$ cat config.mk
export PLATFORM = sky130hd
export DESIGN_NAME = io_uart_bridge
export DESIGN_NICKNAME = d
export VERILOG_FILES = /design/src/rtl/io_uart_bridge.sv
export SDC_FILE = /design/constraint.sdc
export NUM_CORES = 1
export LEC_CHECK = 0
export CORE_ASPECT_RATIO = 1.75
export CORE_MARGIN = 2
export CORE_UTILIZATION = 43
export CTS_CLUSTER_DIAMETER = 100
export DETAILED_ROUTE_END_ITERATION = 16
export MAX_ROUTING_LAYER = met4
export SYNTH_ARGS = -nofsm -noshare
export SYNTH_HDL_FRONTEND = slang
export SYNTH_SLANG_ARGS = --single-unit
export TNS_END_PERCENT = 10
$ cat constraint.sdc
create_clock -name clk -period 9.1 [get_ports clk]
set_input_delay 2.73 -clock clk [delete_from_list [all_inputs] [get_ports clk]]
set_output_delay 2.73 -clock clk [all_outputs]
set_load 0.005 [all_outputs]
$ cat src/rtl/io_uart_bridge.sv
// Bridges a memory-mapped UART (AXI4-Lite slave) to CPU-side byte streams.
// A poll loop reads STAT and services RX reads / TX writes round-robin through two FIFOs.
module io_uart_bridge #(
  parameter int DEPTH     = 32,
  parameter int ADDR_W    = 4,
  parameter int BASE_ADDR = 0
) (
  input  logic                     clk,
  input  logic                     rst,
  output logic [7:0]               in_data,
  output logic                     in_vld,
  input  logic                     in_rdy,
  input  logic [7:0]               out_data,
  input  logic                     out_vld,
  output logic                     out_rdy,
  output logic [$clog2(DEPTH):0]   rx_count,
  output logic [$clog2(DEPTH):0]   tx_count,
  output logic [4:0]               err,
  input  logic                     err_clr,
  output logic [ADDR_W-1:0]        araddr,
  output logic                     arvalid,
  input  logic                     arready,
  input  logic [31:0]              rdata,
  input  logic [1:0]               rresp,
  input  logic                     rvalid,
  output logic                     rready,
  output logic [ADDR_W-1:0]        awaddr,
  output logic                     awvalid,
  input  logic                     awready,
  output logic [31:0]              wdata,
  output logic [3:0]               wstrb,
  output logic                     wvalid,
  input  logic                     wready,
  input  logic [1:0]               bresp,
  input  logic                     bvalid,
  output logic                     bready,
  output logic [2:0]               fsm_state
);
  // Handshake rule on every channel: a transfer happens on a rising edge where
  // valid and ready are both high; valid, once raised, holds with stable payload.
  localparam int PW = $clog2(DEPTH);
  localparam int CW = PW + 1;
  localparam logic [CW-1:0] FULL = CW'(DEPTH);

  typedef enum logic [2:0] {
    INIT  = 3'd0,
    CHECK = 3'd1,
    READ  = 3'd2,
    WRITE = 3'd3
  } state_t;

  state_t state, state_next;
  logic last_write, last_write_next;
  logic tx_ok, rx_ok, illegal;
  logic busy, aw_done, w_done, start, done, read_state;
  logic ar_hs, r_hs, aw_hs, w_hs, b_hs;
  logic [ADDR_W-1:0] addr;
  logic [4:0] err_set;

  assign ar_hs = arvalid && arready;
  assign r_hs  = rvalid && rready;
  assign aw_hs = awvalid && awready;
  assign w_hs  = wvalid && wready;
  assign b_hs  = bvalid && bready;

  // RX FIFO: filled from UART RX register reads, drained by the CPU.
  logic [7:0]    rx_mem [DEPTH];
  logic [PW-1:0] rx_wp, rx_rp;
  logic          rx_push, rx_pop;

  assign rx_push = (state == READ) && r_hs;
  assign rx_pop  = in_vld && in_rdy;
  assign in_vld  = !rst && (rx_count != '0);
  assign in_data = rx_mem[rx_rp];

  always_ff @(posedge clk) begin
    if (rst) begin
      rx_wp    <= '0;
      rx_rp    <= '0;
      rx_count <= '0;
    end else begin
      if (rx_push) rx_wp <= rx_wp + 1'b1;
      if (rx_pop)  rx_rp <= rx_rp + 1'b1;
      case ({rx_push, rx_pop})
        2'b10:   rx_count <= rx_count + 1'b1;
        2'b01:   rx_count <= rx_count - 1'b1;
        default: ;
      endcase
    end
  end

  always_ff @(posedge clk) begin
    if (rx_push) rx_mem[rx_wp] <= rdata[7:0];
  end

  // TX FIFO: filled by the CPU, drained when the UART acknowledges a TX write.
  logic [7:0]    tx_mem [DEPTH];
  logic [PW-1:0] tx_wp, tx_rp;
  logic          tx_push, tx_pop;

  assign tx_push = out_vld && out_rdy;
  assign tx_pop  = (state == WRITE) && b_hs;
  assign out_rdy = !rst && (tx_count != FULL);

  always_ff @(posedge clk) begin
    if (rst) begin
      tx_wp    <= '0;
      tx_rp    <= '0;
      tx_count <= '0;
    end else begin
      if (tx_push) tx_wp <= tx_wp + 1'b1;
      if (tx_pop)  tx_rp <= tx_rp + 1'b1;
      case ({tx_push, tx_pop})
        2'b10:   tx_count <= tx_count + 1'b1;
        2'b01:   tx_count <= tx_count - 1'b1;
        default: ;
      endcase
    end
  end

  always_ff @(posedge clk) begin
    if (tx_push) tx_mem[tx_wp] <= out_data;
  end

  // Poll FSM
  always_ff @(posedge clk) begin
    if (rst) begin
      state      <= INIT;
      last_write <= 1'b0;
    end else begin
      state      <= state_next;
      last_write <= last_write_next;
    end
  end

  always_comb begin
    state_next      = state;
    last_write_next = last_write;
    illegal         = 1'b0;
    tx_ok           = (tx_count != '0) && !rdata[3];
    rx_ok           = (rx_count != FULL) && rdata[0];
    case (state)
      INIT:  if (b_hs) state_next = CHECK;
      CHECK: begin
        if (r_hs) begin
          // On a tie, serve whichever direction did not go last.
          if (tx_ok && (!rx_ok || !last_write)) begin
            state_next      = WRITE;
            last_write_next = 1'b1;
          end else if (rx_ok) begin
            state_next      = READ;
            last_write_next = 1'b0;
          end
        end
      end
      READ:  if (r_hs) state_next = CHECK;
      WRITE: if (b_hs) state_next = CHECK;
      default: begin
        state_next = CHECK;
        illegal    = 1'b1;
      end
    endcase
  end

  assign fsm_state = state;

  // Each state issues exactly one bus transaction; busy spans issue to response.
  assign read_state = (state == CHECK) || (state == READ);
  assign done       = read_state ? r_hs : b_hs;
  assign start      = !busy && !illegal;

  always_ff @(posedge clk) begin
    if (rst) begin
      busy    <= 1'b0;
      arvalid <= 1'b0;
      rready  <= 1'b0;
      awvalid <= 1'b0;
      wvalid  <= 1'b0;
      bready  <= 1'b0;
      aw_done <= 1'b0;
      w_done  <= 1'b0;
    end else begin
      if (start) begin
        busy <= 1'b1;
        if (read_state) begin
          arvalid <= 1'b1;
        end else begin
          awvalid <= 1'b1;
          wvalid  <= 1'b1;
        end
      end
      if (ar_hs) begin
        arvalid <= 1'b0;
        rready  <= 1'b1;
      end
      if (r_hs) rready <= 1'b0;
      if (aw_hs) begin
        awvalid <= 1'b0;
        aw_done <= 1'b1;
      end
      if (w_hs) begin
        wvalid <= 1'b0;
        w_done <= 1'b1;
      end
      if (!bready && (aw_done || aw_hs) && (w_done || w_hs)) bready <= 1'b1;
      if (b_hs) begin
        bready  <= 1'b0;
        aw_done <= 1'b0;
        w_done  <= 1'b0;
      end
      if (done) busy <= 1'b0;
      if (illegal) begin
        busy    <= 1'b0;
        arvalid <= 1'b0;
        rready  <= 1'b0;
        awvalid <= 1'b0;
        wvalid  <= 1'b0;
        bready  <= 1'b0;
        aw_done <= 1'b0;
        w_done  <= 1'b0;
      end
    end
  end

  always_comb begin
    case (state)
      INIT:    addr = ADDR_W'(BASE_ADDR + 12);
      READ:    addr = ADDR_W'(BASE_ADDR);
      WRITE:   addr = ADDR_W'(BASE_ADDR + 4);
      default: addr = ADDR_W'(BASE_ADDR + 8);
    endcase
  end

  assign araddr = addr;
  assign awaddr = addr;
  assign wdata  = (state == WRITE) ? {24'b0, tx_mem[tx_rp]} : 32'h0000_0003;
  assign wstrb  = 4'b0001;

  // Sticky error flags: {resp_err, parity, frame, overrun, fsm_illegal}.
  always_comb begin
    err_set    = '0;
    err_set[4] = (r_hs && rresp[1]) || (b_hs && bresp[1]);
    if ((state == CHECK) && r_hs) err_set[3:1] = rdata[7:5];
    err_set[0] = illegal;
  end

  always_ff @(posedge clk) begin
    if (rst) err <= '0;
    else     err <= (err_clr ? 5'b0 : err) | err_set;
  end

  logic unused_bits;
  assign unused_bits = ^{rdata[31:8], rresp[0], bresp[0]};
endmodule

# Word-level counts from Yosys, hierarchy flattened
# Memories as Yosys holds them, arrays and structs flattened. A register that Yosys moved wholly into a read port is not among the register bits.
# Index checks and enable logic that the tools add are counted.
dict set report word_totals {
  romBits 0
  input_bits 54
  latch_bits 0
  output_inout_bits 79
  ram_bits 512
  ff_bits 49
  wordCells 116
  memories 2
}
dict set report classes {
  n_reduce_logical 49
  multipliers 0
  n_lt_le_gt_ge 0
  addsub 8
  bitwise 3
  n_div 0
  shift 0
  n_mux 24
  eq_ne 13
}
# name depth width read_ports rd_clocked_by_memory_dff write_ports line
set mem_list {}
lappend mem_list {rx_mem 32 8 1 1 1 67} ;# logic [7:0] rx_mem [DEPTH];
lappend mem_list {tx_mem 32 8 1 1 1 97} ;# logic [7:0] tx_mem [DEPTH];
# cell n
set ops {}
lappend ops {{$mux W5} 5}
lappend ops {{$pmux W6 S2} 2}
lappend ops {{$add A5 B1 Y5 const B} 4}
lappend ops {{$logic_and A1 B1 Y1} 20}
lappend ops {{$mux W3} 6}
lappend ops {{$reduce_or A3 Y1} 6}
lappend ops {{$add A6 B1 Y6 const B} 2}
lappend ops {{$ne A6 B6 Y1 const B} 2}
lappend ops {{$pmux W4 S3} 1}
lappend ops {{$reduce_bool A6 Y1} 2}
lappend ops {{$sub A6 B1 Y6 const B} 2}
lappend ops {{$pmux W3 S3} 1}
lappend ops {{$mux W1} 8}
lappend ops {{$mux W8} 1}
lappend ops {{$eq A3 B2 Y1 const B} 2}
lappend ops {{$logic_not A1 Y1} 6}
lappend ops {{$reduce_bool A2 Y1} 3}
lappend ops {{$logic_or A1 B1 Y1} 5}
lappend ops {{$or A5 B5 Y5} 1}
lappend ops {{$eq A2 B1 Y1 const B} 2}
lappend ops {{$eq A2 B2 Y1 const B} 2}
lappend ops {{$ne A2 B2 Y1 const B} 2}
lappend ops {{$reduce_and A2 Y1} 2}
lappend ops {{$reduce_and A4 Y1} 1}
lappend ops {{8 further kinds} 9}

# Logic depth before layout (Yosys ltp)
# Gate-level depths: netlist of run 1.
dict set report depth {
  ltp_word 8
  mapped_depth 14
  ltp_nobuf 12
}

# Least setup slack after synthesis of run 1
# No wires, ideal clock.
dict set report synth_path {
  path_kind {input to output}
  from {in rst}
  to {out in_vld}
  stages 4
  setup_slack_ps 2717
  path_buffers 3
  t_arrival_ps 3653
  required_time_ps 6370
  path_cell_list {clkbuf_1 clkbuf_1 buf_1 nor2_1}
}
dict set report synth_via {
  elab_chain_len 2
}
# element line
set synth_lines {}
lappend synth_lines {{from (decl)} 9} ;# input logic rst,
lappend synth_lines {{$logic_not A1 Y1} 73} ;# assign in_vld = !rst && (rx_count != '0);
lappend synth_lines {{$logic_and A1 B1 Y1} 73}
lappend synth_lines {{to (decl)} 11} ;# output logic in_vld,
# Every way passes these cells.

==> metrics.txt, run 1 <==
CTS tree done; root buffer cell clkbuf_16; CP startpoint kind register; main combinational cell family by area after synthesis multiplexers; largest stage delay on the critical path 0.93 ns; Post-synth top flop edfxtp_1; CP Cell Sequence buf_4 -> mux4_2 -> mux4_2 -> mux2_2 -> clkdlybuf4s50_1; crit path time final 6.73 ns; register area 16,500 um2; Routed WL per cell 23.5 um; Pwr Total 5.14 mW; Chip Height 309 um; period utilisation layout 73.9%; CP most frequent cell mux4_2; Int Pwr 4.10 mW; power per cell area 200 nW/um2; Core Footprint 53,000 um2; H-Tree Depth 2; Worst R2R Start tx_count[2]; Die Area 55,300 um2; CTS Hold Bufs 0; Net Sw Power 1.04 mW; unrepaired setup endpoints after global routing false; post-synthesis register bit count 570; Synth Area in XOR/XNOR 0.955%; Post-Route WL 48,000 um; final setup fails 0; initial antenna violation count 1; Leakage 7.85 nW; most common cell after layout, fill and taps aside edfxtp_1; critical-path maximum fanout 43; Setup TNS 0 ns; Clock power frac 40.0%; outcome completed; Clock transition at path regs 0.07 ns; DR vias 11,040; # Max-Cap Violations 0; YS warnings 0; Overflow after GRT 0; Nets 1,390; row cnt 112; GP Congestion 0.799; Post-DRT Antenna Nets 0; pre-CTS setup slack 2.79 ns; Final WS setup 2.37 ns; vias in the first global route 11,558; largest net degree at the start of global routing 65; Pre-antenna DRT Iters 4; WP data arrival 4.00 ns; EDFF count, synth 512; Cell variety after synth 60; cts bufs inserted 50; Post-Synthesis Cells 1,251; Combinational Power Share 3.8%; Fillers 4,409; switching share of power 20.2%; post-synthesis sequential area ratio 72.1%; Peak VDD IR 0.172 mV; R2R setup slack 5.56 ns; fraction of layout cells with a size suffix above 1 17.6%; post-synthesis mux area share 15.5%; Slew headroom 14.7%; compound-cell area share of the yosys netlist 3.13%; Avg Inst Size Synth 18.3 um2; Worst-Margin Slew 1.28 ns; element type at the critical path end primary output; clock buffer depth 3; adder-cell share of the synthesized area 1.09%; GRT Util Overall 18.3%; clock latency on the worst-skew pair 0.57 ns; Reg power frac 56.2%; hold path start w_done; DRC 0; critical path type register to primary output; Initial DRC Count 750; global-route wire length before repair 71,300 um; Fmax 0.149 GHz; post-synth design cell area 22,900 um2; Fin Clk Skew 0.0157 ns; Worst EP required 6.37 ns; Sink Count 570; asr flop ratio synth 0%; commonest non-fill, non-tap cells in the layout edfxtp_1, mux4_2, nor2_1; post-synthesis simple-gate area fraction 4.38%; Setup Fix Bufs, Post-CTS 0; Slowest-stage cell, CP dfxtp_4; I/O Buffers 73; via/cell ratio 5.41; Starting Density 43.3%; class of the worst hold path register to register; Synth-to-Final Area Change 12.2%; DPL Wire Length 32,800 um; Final Max Tran Viols 0; area occupied by multi-input gates 5860 um2; post-CTS sizing 0; I/O pins 133; Hold Fails Final Rpt 0; Die Span X 179 um
==> layout make-up <==
cell class                 count  share of cell area [%]
tap                          684                    3.33
antenna                        1                 0.00972
sequential                   570                    64.3
clock inverter                26                   0.856
clock buffer                  65                    5.24
timing repair buffer          87                    3.23
multi-input combinational    588                    22.8
inverter                      19                   0.277
==> power groups by stage <==
stage | clock network, mW | logic (mW) | registers (mW)
detailed placement | 0 | 0.198 | 2.95
floorplan | 0 | 0.0952 | 2.94
finish | 2.05 | 0.196 | 2.89
global route | 2.20 | 0.218 | 2.89
CTS | 2.10 | 0.199 | 2.89
global placement | 0 | 0.192 | 2.95
==> sequential cells by signal (all words and copies together) (netlist names), 2 cells and up, named ones only <==
name,cells
rx_wp,5
err,5
rx_mem,256
rx_count,6
rx_rp,5
fsm_state,2
tx_rp,5
tx_mem,256
tx_count,6
tx_wp,5
==> cell usage after synthesis, types with 3 or more instances <==
library cell | instances | area [um2]
o22ai_1 | 5 | 31.3
clkbuf_1 | 32 | 120
inv_1 | 19 | 71.3
buf_4 | 42 | 315
mux4_2 | 128 | 2880
xnor2_1 | 6 | 52.6
a21oi_1 | 19 | 95.1
ha_1 | 20 | 250
nand2b_1 | 6 | 37.5
and2_1 | 3 | 18.8
o21ai_0 | 19 | 95.1
o2111a_1 | 6 | 67.6
a21o_1 | 5 | 37.5
or2_2 | 3 | 18.8
nor2b_1 | 6 | 37.5
nand3b_1 | 6 | 45.0
dfxtp_1 | 58 | 1160
nand4_1 | 8 | 50.1
nand2_1 | 37 | 139
edfxtp_1 | 512 | 15400
a211oi_1 | 6 | 45.0
buf_2 | 16 | 80.1
nand3_1 | 6 | 30.0
a22o_1 | 8 | 70.1
a22oi_1 | 5 | 37.5
or3_1 | 6 | 37.5
a221oi_1 | 8 | 70.1
a31oi_1 | 3 | 18.8
nor3_1 | 7 | 35.0
mux2_2 | 16 | 180
or3b_2 | 4 | 35.0
mux2i_1 | 48 | 480
nor2_1 | 112 | 420
and3_1 | 3 | 18.8
buf_1 | 13 | 48.8
nor3b_1 | 3 | 22.5
xor2_1 | 19 | 166
==> logic make-up after synthesis <==
kind of cell / Yosys count
DFF: 570
and+or+nand+nor: 217
muxes: 192
buffers and inverters: 124
AOI/OAI and AO/OA: 101
xor gates and xnor gates: 25
adders and majority gates: 20
other: 2
==> routing by layer <==
| metal | GRT usage, % | share of wire, % |
|---|---|---|
| met1 | 19.3 | 36 |
| met2 | 34.2 | 57 |
| met3 | 2.55 | 4.2 |
| met4 | 6.54 | 3.4 |
| met5 | - | 0 |
==> through the flow <==
stage	instances	hold WS [ns]	instance area, um2	util [%]
after floorplan	1282	0.424	23000	-
after global routing	2040	0.491	25700	48.6
final	2040	0.463	25700	48.6
after CTS	2039	0.467	25700	48.6
after global placement	1948	0.437	24200	45.6
after detailed placement	1948	0.452	24200	45.6
==> worst paths after layout <==
path | cells past startpoint | endpoint
max | 5 | in_data[4]
min | 2 | w_done
max reg2reg | 11 | tx_count[4]
min reg2reg | 2 | w_done
==> worst max-delay path, delay by kind of cell (launching register included) <==
| kind | cells | cell delay (ns) |
|---|---|---|
| flops | 1 | 0.93 |
| mux | 3 | 1.42 |
| buf+inv | 2 | 1.02 |
No activity file was read; power rests on OpenSTA's default activity.
==> run 2: changes to the inputs <==
Clock period 9.1 ns to 5.7 ns, I/O delays scaled along.
==> run 2 against run 1 <==
Final cell count up 0.15%; clock-buffer cell count down 7; register-to-register slack worse by 3.3 ns; non-clock buffer count up 2; final area up 0.70%; worst hold slack better by 0.0033 ns; die area unchanged; combinational power up 60%; sequential power up 60%; flip-flop and latch count unchanged; clock skew up 0.0070 ns; global-route usage up 0.33 points; largest cell class unchanged; largest power group unchanged.
==> metrics.txt, run 2 (same netlist as run 1, synthesis figures left out) <==
outcome completed; row cnt 112 (unchanged); Sink Count 570 (unchanged); Routed WL per cell 23.9 um (+1.5%); switching share of power 20.2% (about the same); Fmax 0.188 GHz; largest stage delay on the critical path 0.93 ns (about the same); Starting Density 43.3% (unchanged); Slew headroom 11.7% (-3.0 points); initial antenna violation count 0 (-1); Clock power frac 41.4% (+1.4 points); via/cell ratio 5.45 (+0.78%); Slowest-stage cell, CP dfxtp_2; most common cell after layout, fill and taps aside edfxtp_1; Post-Route WL 48,800 um (+1.6%); cts bufs inserted 51 (+2.0%); vias in the first global route 11,719 (+1.4%); crit path time final 5.32 ns; DR vias 11,142 (+0.92%); element type at the critical path end primary output; I/O pins 133 (unchanged); Overflow after GRT 0 (unchanged); Combinational Power Share 3.7% (about the same); Chip Height 309 um (unchanged); GP Congestion 0.864 (+8.1%); class of the worst hold path register to register; CP Cell Sequence nor2b_1 -> a22o_1 -> a221oi_1 -> o22ai_1 -> o21ai_0 -> clkdlybuf4s50_1; Core Footprint 53,000 um2 (unchanged); DRC 0 (unchanged); Ant. Diodes 0 (-1); crit-path leading delay family compound AO/OA/AOI/OAI gates; # Max-Cap Violations 0 (unchanged); post-CTS sizing 0 (unchanged); Peak VDD IR 0.267 mV (+55%); Reg power frac 54.9% (-1.3 points); Fillers 4,370 (-0.88%); Net Sw Power 1.70 mW (+63%); GRT Util Overall 18.6% (+0.33 points); Initial DRC Count 791 (+5.5%); clock latency on the worst-skew pair 0.58 ns (about the same); root buffer cell clkbuf_16; Pre-antenna DRT Iters 5 (+1); WP data arrival 3.61 ns (-0.39 ns); critical-path maximum fanout 27 (-37%); largest net degree at the start of global routing 43 (-34%); Final Max Tran Viols 0 (unchanged); CTS tree done; Synth-to-Final Area Change 13.0%; global-route wire length before repair 72,200 um (+1.3%); final setup fails 0 (unchanged); Int Pwr 6.71 mW (+64%); clock buffer depth 3 (unchanged); register area 16,500 um2 (unchanged); Die Span X 179 um (unchanged); area occupied by multi-input gates 5860 um2 (unchanged); Post-DRT Antenna Nets 0 (unchanged); I/O Buffers 73 (unchanged); period utilisation layout 93.3%; Buf+Inv Stages, Crit Path 1 (-1); Leakage 7.93 nW (+0.94%); biggest regs rx_mem: 256 flops, tx_mem: 256 flops; power per cell area 325 nW/um2 (+62%); Final Hold Slack 0.466 ns (+0.00333 ns); H-Tree Depth 2 (unchanged); Setup Fix Bufs, Post-CTS 0 (unchanged); critical path type register to primary output; Nets 1,393 (+0.22%); Fin Clk Skew 0.0227 ns (+0.00697 ns); commonest non-fill, non-tap cells in the layout edfxtp_1, mux4_2, nor2_1; fraction of layout cells with a size suffix above 1 18.4% (+0.76 points); CTS Hold Bufs 0 (unchanged); Worst EP required 3.99 ns (-2.38 ns); CP startpoint kind register; DPL Wire Length 34,100 um (+3.8%); Die Area 55,300 um2 (unchanged); unrepaired setup endpoints after global routing false; Hold Fails Final Rpt 0 (unchanged); Setup TNS 0 ns (unchanged); Worst-Margin Slew 1.32 ns (+0.0450 ns); Clock transition at path regs 0.07 ns (about the same)
[run 2: changes by cell type in the layout (fill, tap and decap cells not counted), sizes merged]
| cell | before | now |
|---|---|---|
| diode | 1 | 0 |
| inv | 20 | 22 |
| buf | 15 | 17 |
| clkinvlp | 1 | 4 |
| bufinv | 4 | 8 |
| clkbuf | 65 | 58 |
[run 2: path summary, 6_finish.rpt]
check              startpoint     endpoint  slack [ns]  depth (start not counted)
hold / removal         w_done       w_done        0.47                          2
setup reg to reg  tx_count[2]  tx_count[4]        2.27                         12
setup / recovery     register     wdata[0]        0.38                          6
hold reg to reg        w_done       w_done        0.47                          2
[run 2: power by group through the flow]
| stage | Clock [mW] | Sequential [mW] | Combinational [mW] |
|---|---|---|---|
| after global routing | 3.71 | 4.62 | 0.353 |
| after global placement | 0 | 4.70 | 0.306 |
| after floorplan | 0 | 4.69 | 0.152 |
| final | 3.48 | 4.62 | 0.314 |
| after detailed placement | 0 | 4.71 | 0.316 |
| after CTS | 3.56 | 4.62 | 0.318 |
[run 2: cell type report]
class                      count  share of cell area [%]
clock buffer                  58                    5.03
clock inverter                35                    1.48
inverter                      19                   0.275
multi-input combinational    588                    22.6
sequential                   570                    63.9
tap                          684                    3.30
timing repair buffer          89                    3.46
[run 2: layer usage]
| layer | routed length (um) | global-route usage, % |
|---|---|---|
| met4 | 2010 | 7.73 |
| met5 | 0 | - |
| met3 | 2050 | 2.17 |
| met2 | 28500 | 35.8 |
| met1 | 16200 | 18.6 |
[run 2: stage by stage]
| step | area, um2 | total power, mW | utilization, % | instances | setup slack [ns] |
|---|---|---|---|---|---|
| 6_report | 25900 | 8.41 | 48.9 | 2043 | 0.384 |
| 2_1_floorplan | 23000 | 4.84 | - | 1282 | 1.36 |
| 3_5_place_dp | 24200 | 5.02 | 45.7 | 1950 | 0.911 |
| 4_1_cts | 25900 | 8.49 | 48.9 | 2043 | 0.294 |
| 5_1_grt | 25900 | 8.68 | 48.9 | 2043 | 0.143 |
| 3_3_place_gp | 24200 | 5.01 | 45.7 | 1950 | 1.00 |
[run 2: worst reg2reg max path, cell delays in order, from the launching register on]
cell	delay [ns]
dfxtp_1	0.41
nor4_1	0.81
a311oi_2	0.19
buf_4	0.22
inv_1	0.09
ha_1	0.36
xor2_1	0.12
ha_1	0.19
a21oi_1	0.25
o22ai_1	0.14
a222oi_1	0.29
or3_1	0.16
a21oi_1	0.06
